==> config.mk <==
export PLATFORM = sky130hd
export DESIGN_NAME = uart_tx_fifo
export DESIGN_NICKNAME = d
export VERILOG_FILES = /design/src/rtl/uart_tx_fifo_pkg.sv /design/src/rtl/fifo_sync.sv /design/src/rtl/uart_tx_fifo.sv
export SDC_FILE = /design/constraint.sdc
export NUM_CORES = 1
export LEC_CHECK = 0
export CAP_MARGIN = 20
export CORE_MARGIN = 10
export CORE_UTILIZATION = 50
export DETAILED_ROUTE_END_ITERATION = 7
export GPL_TIMING_DRIVEN = 0
export PLACE_DENSITY = 0.74
export SLEW_MARGIN = 20
export SYNTH_ARGS = -nofsm -noshare
export SYNTH_HDL_FRONTEND = slang
export SYNTH_SLANG_ARGS = --single-unit
==> constraint.sdc <==
create_clock -name clk -period 8.5 [get_ports clk]
set_input_delay 2.125 -clock clk [delete_from_list [all_inputs] [get_ports clk]]
set_output_delay 2.125 -clock clk [all_outputs]
set_load 0.01 [all_outputs]
==> src/rtl/uart_tx_fifo_pkg.sv <==
// Shared UART definitions: frame geometry, line idle level and the transmitter
// state encoding used by uart_tx_fifo.
package uart_tx_fifo_pkg;

  localparam int   UART_DATA_BITS  = 8;
  localparam logic UART_IDLE_LEVEL = 1'b1;

  typedef enum logic [1:0] {
    ST_IDLE  = 2'd0,
    ST_START = 2'd1,
    ST_DATA  = 2'd2,
    ST_STOP  = 2'd3
  } tx_state_t;

endpackage

==> src/rtl/fifo_sync.sv <==
// Single-clock FIFO with a registered occupancy count and registered full/empty
// flags. The head entry is always visible on dout.
module fifo_sync #(
  parameter int WIDTH      = 8,
  parameter int DEPTH_LOG2 = 4
) (
  input  logic             clk,
  input  logic             reset,
  input  logic             wr,
  input  logic [WIDTH-1:0] din,
  input  logic             rd,
  output logic [WIDTH-1:0] dout,
  output logic             full,
  output logic             empty
);

  localparam int DEPTH = 2 ** DEPTH_LOG2;
  localparam int CNT_W = DEPTH_LOG2 + 1;
  localparam logic [CNT_W-1:0] DEPTH_CNT = CNT_W'(DEPTH);

  logic [WIDTH-1:0]      mem [DEPTH];
  logic [DEPTH_LOG2-1:0] wr_ptr, rd_ptr;
  logic [CNT_W-1:0]      count, count_next;
  logic                  push, pop;

  // A write while full is dropped even when a pop happens on the same edge.
  assign push = wr && !full;
  assign pop  = rd && !empty;
  assign dout = mem[rd_ptr];

  always_comb begin
    // NOTE: default assigned first so every path drives count_next; no latch.
    count_next = count;
    case ({push, pop})
      2'b10:   count_next = count + 1'b1;
      2'b01:   count_next = count - 1'b1;
      default: count_next = count;
    endcase
  end

  // NOTE: sequential state uses non-blocking assignments only.
  always_ff @(posedge clk or posedge reset) begin
    if (reset) begin
      wr_ptr <= '0;
      rd_ptr <= '0;
      count  <= '0;
      full   <= 1'b0;
      empty  <= 1'b1;
    end else begin
      if (push) wr_ptr <= wr_ptr + 1'b1;
      if (pop)  rd_ptr <= rd_ptr + 1'b1;
      count <= count_next;
      full  <= (count_next == DEPTH_CNT);
      empty <= (count_next == '0);
    end
  end

  // NOTE: storage is not reset; the pointers and count alone define validity.
  always_ff @(posedge clk) begin
    if (push) mem[wr_ptr] <= din;
  end

endmodule

==> src/rtl/uart_tx_fifo.sv <==
// Buffered 8N1 UART transmitter: bytes queue in fifo_sync and are shifted out
// LSB first, back-to-back, with the bit time set by an internal divider.
module uart_tx_fifo
  import uart_tx_fifo_pkg::*;
#(
  parameter int DIV        = 8,
  parameter int DEPTH_LOG2 = 4
) (
  input  logic       clk,
  input  logic       reset,
  input  logic       wr,
  input  logic [7:0] din,
  output logic       full,
  output logic       empty,
  output logic       busy,
  output logic       out
);

  localparam int DIV_W = $clog2(DIV);
  localparam logic [DIV_W-1:0] DIV_LAST = DIV_W'(DIV - 1);
  localparam logic [2:0]       BIT_LAST = 3'(UART_DATA_BITS - 1);

  tx_state_t                 state, state_next;
  logic [DIV_W-1:0]          div_cnt, div_next;
  logic [2:0]                bit_idx, bit_next;
  logic [UART_DATA_BITS-1:0] shift, shift_next, fifo_dout;
  logic                      pop, out_next, busy_next;

  fifo_sync #(
    .WIDTH      (UART_DATA_BITS),
    .DEPTH_LOG2 (DEPTH_LOG2)
  ) u_fifo (
    .clk   (clk),
    .reset (reset),
    .wr    (wr),
    .din   (din),
    .rd    (pop),
    .dout  (fifo_dout),
    .full  (full),
    .empty (empty)
  );

  always_comb begin
    state_next = state;
    div_next   = div_cnt;
    bit_next   = bit_idx;
    shift_next = shift;
    pop        = 1'b0;
    case (state)
      ST_IDLE: begin
        if (!empty) begin
          pop        = 1'b1;
          shift_next = fifo_dout;
          div_next   = DIV_LAST;
          state_next = ST_START;
        end
      end
      ST_START: begin
        if (div_cnt == '0) begin
          bit_next   = '0;
          div_next   = DIV_LAST;
          state_next = ST_DATA;
        end else begin
          div_next = div_cnt - 1'b1;
        end
      end
      ST_DATA: begin
        if (div_cnt == '0) begin
          shift_next = {1'b0, shift[UART_DATA_BITS-1:1]};
          div_next   = DIV_LAST;
          if (bit_idx == BIT_LAST) state_next = ST_STOP;
          else                     bit_next   = bit_idx + 1'b1;
        end else begin
          div_next = div_cnt - 1'b1;
        end
      end
      ST_STOP: begin
        // The next start bit follows the stop bit directly when data is waiting.
        if (div_cnt == '0) begin
          div_next = DIV_LAST;
          if (!empty) begin
            pop        = 1'b1;
            shift_next = fifo_dout;
            state_next = ST_START;
          end else begin
            state_next = ST_IDLE;
          end
        end else begin
          div_next = div_cnt - 1'b1;
        end
      end
      default: state_next = ST_IDLE;
    endcase
  end

  // Line level and busy are decoded from the next state so both come from flops.
  always_comb begin
    busy_next = (state_next != ST_IDLE);
    case (state_next)
      ST_START: out_next = 1'b0;
      ST_DATA:  out_next = shift_next[0];
      default:  out_next = UART_IDLE_LEVEL;
    endcase
  end

  always_ff @(posedge clk or posedge reset) begin
    if (reset) begin
      state   <= ST_IDLE;
      div_cnt <= '0;
      bit_idx <= '0;
      shift   <= '0;
      out     <= UART_IDLE_LEVEL;
      busy    <= 1'b0;
    end else begin
      state   <= state_next;
      div_cnt <= div_next;
      bit_idx <= bit_next;
      shift   <= shift_next;
      out     <= out_next;
      busy    <= busy_next;
    end
  end

endmodule

==> flow_summary.ini, run 1 <==
[grt]
gr-total-overflow = 0
grt_pass1_vias = 3657
grt_max_degree = 34
antenna_found_initial = 0
grt_pass1_wl_um = 20700
gr-usage-all-layers = 0.149

[detailed_routing]
drc = 0
wirelength_um = 13000
postRouteAntennaNets = 0
drt_first_iter_violations = 378
first_pass_iters = 4
vias_per_cell = 5.70
vias = 3513
wire_per_inst_um = 21.1

[yosys]
async_flop_share = 0.205
yosysUniqueCellTypes = 51
syn-num-nets = 425
synth-main-ff-cell = edfxtp_1
synth-seq-cells = 161
ys_warn_count = 0
seq_area_frac_synth = 0.688
synth_edf_count = 128
syn_inst = 395
synth_area_per_cell_um2 = 17.2
netlist_area_um2 = 6790

[sta]
setup_viol = 0
hold_violations = 0
holdWs_ns = 0.497
relSlewSlack = 0.387
post-route-period-util = 0.547
worst_pin_slew_ns = 0.911
fin_skew_ns = 0.00764
rsz0062_at_grt = false
max_clock_freq_mhz = 215
finalSetupTns_ns = 0
period_minus_slack_ns = 4.65
maxSlewViolCount = 0

[outcome]
status = complete, no violations

[placed_design]
placedCellCount = 585
placed_area_um2 = 7150
hpwl_um = 8680
numPortBuffers = 14
globalplace.congestion = 0.823

[cts]
cts_tree = done
cts_resized = 0
cts.sinks = 161
clkTransAtPathRegs_ns = 0.06
numCtsBuffers = 17
cts.path.max_buffers = 2
cts_hold_buf = 0
clk_latency_ns = 0.42
cts_setup_buffers = 0
htree_levels = 4
cts_root_buf = clkbuf_16

[worst_setup_path]
cp_max_fo = 8
critical_path_class = in -> reg
cp_cell_sequence = clkdlybuf4s50_1 -> nor2b_1 -> clkbuf_1 -> inv_1 -> ha_1 -> fa_1 -> a21o_1 -> a21oi_1 -> xor2_1 -> or3_1 -> a211oi_1
crit_required_ns = 8.81
crit_path_top_delay_cell = clkdlybuf4s50_1
max_stage_delay_ns = 0.45
critical_path_arrival_ns = 4.95
r2r_slack_ns = 4.91
cp-start-kind = input port
endpoint_kind = flip-flop

[finish]
multi_input_area_um2 = 1970
mostFrequentLayoutCells = edfxtp_1 (128), mux4_2 (31), dfrtp_1 (31)
fin_nets = 458
layout_commonest_cell = edfxtp_1
regArea_um2 = 4670
syn_to_final_growth_pct = 13.8
antenna_cells = 0
final_layout_size_suffix_gt1_frac = 0.168
fill_cells = 1006
layout.cells.non_filler = 616
fin_area_um2 = 7730

[floorplanning]
io_pins = 15
die_h_um = 137
die-area_um2 = 18700
die_w_um = 137
coreArea_um2 = 13300
start_util = 0.511
placementRows = 42

[run]
drv_cap = 0

[power]
power_density_nw_per_um2 = 344
peakVddDrop_mv = 0.162
power_w = 0.00266
p_leak_nw = 2.72

[worst_hold_path]
hp-class = reg -> reg
-- worst paths after layout --
check                                startpoint                            to  cells past startpoint
hold / removal             shift[7]$_DFFE_PP0P_          shift[7]$_DFFE_PP0P_                      2
setup / recovery                             wr         u_fifo.full$_DFF_PP0_                     11
min in group asynchronous                 reset  u_fifo.wr_ptr[2]$_DFFE_PP0P_                      2
max in group asynchronous                 reset  u_fifo.rd_ptr[3]$_DFFE_PP0P_                      2
setup reg to reg             state[1]$_DFF_PP0_         u_fifo.full$_DFF_PP0_                     11
hold reg to reg            shift[7]$_DFFE_PP0P_          shift[7]$_DFFE_PP0P_                      2
-- through the flow --
| step | util | worst slack, ns |
|---|---|---|
| finish | 0.581 | 3.85 |
| global route | 0.581 | 3.71 |
| CTS | 0.581 | 3.82 |
| detailed placement | 0.538 | 3.41 |
| global placement | 0.538 | 3.48 |
| floorplan | - | 4.24 |
-- where the power goes --
group	switching, W	internal, W
Sequential	0.0000693	0.000991
Combinational	0.000468	0.000389
Clock	0.000290	0.000454
Total	0.000827	0.00183
-- final cells by class --
| class | instances | share of cell area |
|---|---|---|
| Tap cell | 176 | 0.0285 |
| Inverter | 13 | 0.00631 |
| Multi-Input combinational cell | 204 | 0.255 |
| Sequential cell | 161 | 0.605 |
| Buffer | 17 | 0.0130 |
| Clock inverter | 13 | 0.0188 |
| Timing Repair Buffer | 14 | 0.0181 |
| Clock buffer | 18 | 0.0555 |
-- flip-flops by register name, indices dropped and copies added (netlist names) --
| signal | cells |
|---|---|
| u_fifo.mem | 128 |
| shift | 8 |
| u_fifo.count | 5 |
| u_fifo.rd_ptr | 4 |
| u_fifo.wr_ptr | 4 |
| bit_idx | 3 |
| div_cnt | 3 |
| state | 2 |
| busy | 1 |
| out | 1 |
| u_fifo.empty | 1 |
| u_fifo.full | 1 |
-- synth_stat cells (all sizes together), types with 6 or more instances --
master	n	area [µm²]
a21oi	7	35.0
ha	18	225
o21ai	13	65.1
edfxtp	128	3840
nand2	14	52.6
inv	12	45.0
and2	17	106
xnor2	6	52.6
nor2	11	41.3
buf	7	62.6
a211oi	14	105
mux4	31	698
dfrtp	31	776
clkbuf	10	37.5
a221o	6	60.1
nor2b	10	62.6
mux2i	8	80.1
-- worst max-delay path: cells and delay by family --
kind | cells | cell delay, ns
AND/OR/NAND/NOR | 2 | 0.48
buffers and inverters | 3 | 0.87
AO/OA/AOI/OAI | 3 | 0.66
XOR/XNOR | 1 | 0.09
adder cells (fa/ha/maj) | 2 | 0.73
-- metal layers --
layer	global-route usage	routed length [µm]
met1	0.198	5760
met2	0.234	6340
met3	0.0378	680
met4	0.0544	195
met5	0	0
-- cell families after synthesis --
family,Yosys count,synth area share
flip-flops,161,0.688
buffers and inverters,30,0.0219
AND/OR/NAND/NOR,73,0.0595
adder cells (fa/ha/maj),19,0.0361
XOR/XNOR,10,0.0129
AO/OA/AOI/OAI,58,0.0591
multiplexers,44,0.123
(Power assumes the default switching activity.)
==> run 2, diff against run 1 <==
--- a/config.mk
+++ b/config.mk
@@ -10,7 +10,7 @@
 export CORE_UTILIZATION = 50
 export DETAILED_ROUTE_END_ITERATION = 7
 export GPL_TIMING_DRIVEN = 0
-export PLACE_DENSITY = 0.74
+export PLACE_DENSITY = 0.77
 export SLEW_MARGIN = 20
 export SYNTH_ARGS = -nofsm -noshare
 export SYNTH_HDL_FRONTEND = slang
==> constraint.sdc (replaced) <==
create_clock -name clk -period 4 [get_ports clk]
set_input_delay 1 -clock clk [delete_from_list [all_inputs] [get_ports clk]]
set_output_delay 1 -clock clk [all_outputs]
set_load 0.01 [all_outputs]
==> run 2 against run 1 <==
Sequential share of layout area grew 0.098 points. Flip-flop and latch count stayed put. First-iteration DRC count is 7.1% lower. Design area shrank 0.16%. Combinational power up 110%. Hold slack worse by 0.00062 ns. Clock power rose by 110%. Die area unchanged. Core utilization down 0.094 points. Sequential power up 110%. Count of clock-buffer cells in the layout stayed put. Largest cell class unchanged. Highest routed layer unchanged.
==> flow_summary.ini, run 2 (synthesis gave the netlist of run 1 again) <==
[floorplanning]
die_h_um = 137
die-area_um2 = 18700
start_util = 0.511
placementRows = 42
coreArea_um2 = 13300
io_pins = 15
die_w_um = 137

[grt]
antenna_found_initial = 1
grt_pass1_wl_um = 21900
grt_max_degree = 34
gr-total-overflow = 0
gr-usage-all-layers = 0.161
grt_pass1_vias = 3795

[finish]
fin_nets = 458
utilization = 0.580
mostFrequentLayoutCells = edfxtp_1 (128), mux4_2 (31), dfrtp_1 (31)
biggestRegsByFlops = u_fifo.mem: 128 flops, shift: 8 flops, u_fifo.count: 5 flops
largest_reg_flops = 128
final_layout_size_suffix_gt1_frac = 0.175
antenna_cells = 0
layout_commonest_cell = edfxtp_1
top_register = u_fifo.mem
syn_to_final_growth_pct = 13.6

[sta]
worst_pin_slew_ns = 0.901
relSlewSlack = 0.394
fin_skew_ns = 0.0100
period_minus_slack_ns = 3.56
hold_violations = 0
maxSlewViolCount = 0
post-route-period-util = 0.891
setup_viol = 0
max_clock_freq_mhz = 281
rsz0062_at_grt = false
finalSetupTns_ns = 0

[worst_setup_path]
cp_max_fo = 8
r2r_slack_ns = 0.46
critical_path_arrival_ns = 3.89
endpoint_kind = flip-flop
critical_path_class = in -> reg
crit_required_ns = 4.32
cp-start-kind = input port

[detailed_routing]
first_pass_iters = 4
vias_per_cell = 5.83
drc = 0
wire_per_inst_um = 22.2
vias = 3596
postRouteAntennaNets = 0
wirelength_um = 13700
drt_first_iter_violations = 351

[cts]
clk_latency_ns = 0.43
cts_root_buf = clkbuf_16
clkTransAtPathRegs_ns = 0.07
htree_levels = 4
cts_resized = 0
numCtsBuffers = 17
cts_hold_buf = 0
cts.path.max_buffers = 2
cts_setup_buffers = 0
cts_tree = done
cts.sinks = 161

[placed_design]
hpwl_um = 8640
numPortBuffers = 14
globalplace.congestion = 0.811

[run]
drv_cap = 0

[power]
peakVddDrop_mv = 0.488
p_leak_nw = 2.71
power_density_nw_per_um2 = 731

[outcome]
status = complete, no violations

[worst_hold_path]
hp-class = reg -> reg
[run 2: cell count changes in the layout (fill, tap and decap cells not counted)]
cell       change
clkinv_2       -1
bufinv_16      -2
clkinv_4       +2
inv_8          +3
clkinv_1       -2
inv_6          +1
[run 2: layer usage]
layer,global-route usage,share of wire
met5,0,0
met4,0.0550,0.017
met3,0.0583,0.064
met2,0.260,0.51
met1,0.197,0.41
[run 2: final timing paths]
check,from,endpoint,depth (start not counted)
setup / recovery,wr,u_fifo.full$_DFF_PP0_,11
hold / removal,shift[7]$_DFFE_PP0P_,shift[7]$_DFFE_PP0P_,2
setup reg to reg,state[1]$_DFF_PP0_,u_fifo.empty$_DFF_PP1_,9
hold reg to reg,shift[7]$_DFFE_PP0P_,shift[7]$_DFFE_PP0P_,2
max in group asynchronous,reset,bit_idx[1]$_DFFE_PP0P_,2
min in group asynchronous,reset,bit_idx[0]$_DFFE_PP0P_,2
[run 2: final cells by class]
type	instances	area [µm²]
fill	990	5580
sequential	161	4670
multi-input combinational	204	1970
clock buffer	18	429
tap	176	220
timing repair buffer	14	140
clock inverter	14	133
buffer	17	100
inverter	13	48.8
[run 2: power breakdown]
group	switching (W)	internal (W)	total [W]
clock	0.000675	0.000866	0.00154
combinational	0.00101	0.000827	0.00184
sequential	0.000150	0.00211	0.00226
[run 2: through the flow]
stage / power (W) / setup slack [ns] / instances / area, µm² / hold WS (ns)
2_1_floorplan: 0.00360 / 0.869 / 395 / 6790 / 0.457
3_3_place_gp: 0.00404 / 0.0815 / 585 / 7150 / 0.471
3_5_place_dp: 0.00413 / 0.00451 / 585 / 7150 / 0.485
4_1_cts: 0.00569 / 0.444 / 617 / 7720 / 0.499
5_1_grt: 0.00596 / 0.171 / 617 / 7720 / 0.521
6_report: 0.00564 / 0.436 / 617 / 7720 / 0.496
[run 2: critical path: stages]
cell             delay [ns]
clkdlybuf4s50_1        0.45
nor2b_1                0.12
clkbuf_1               0.30
inv_1                  0.17
ha_1                   0.31
fa_1                   0.43
a21o_1                 0.17
a21oi_1                0.17
xor2_1                 0.10
or3_1                  0.35
a211oi_1               0.31
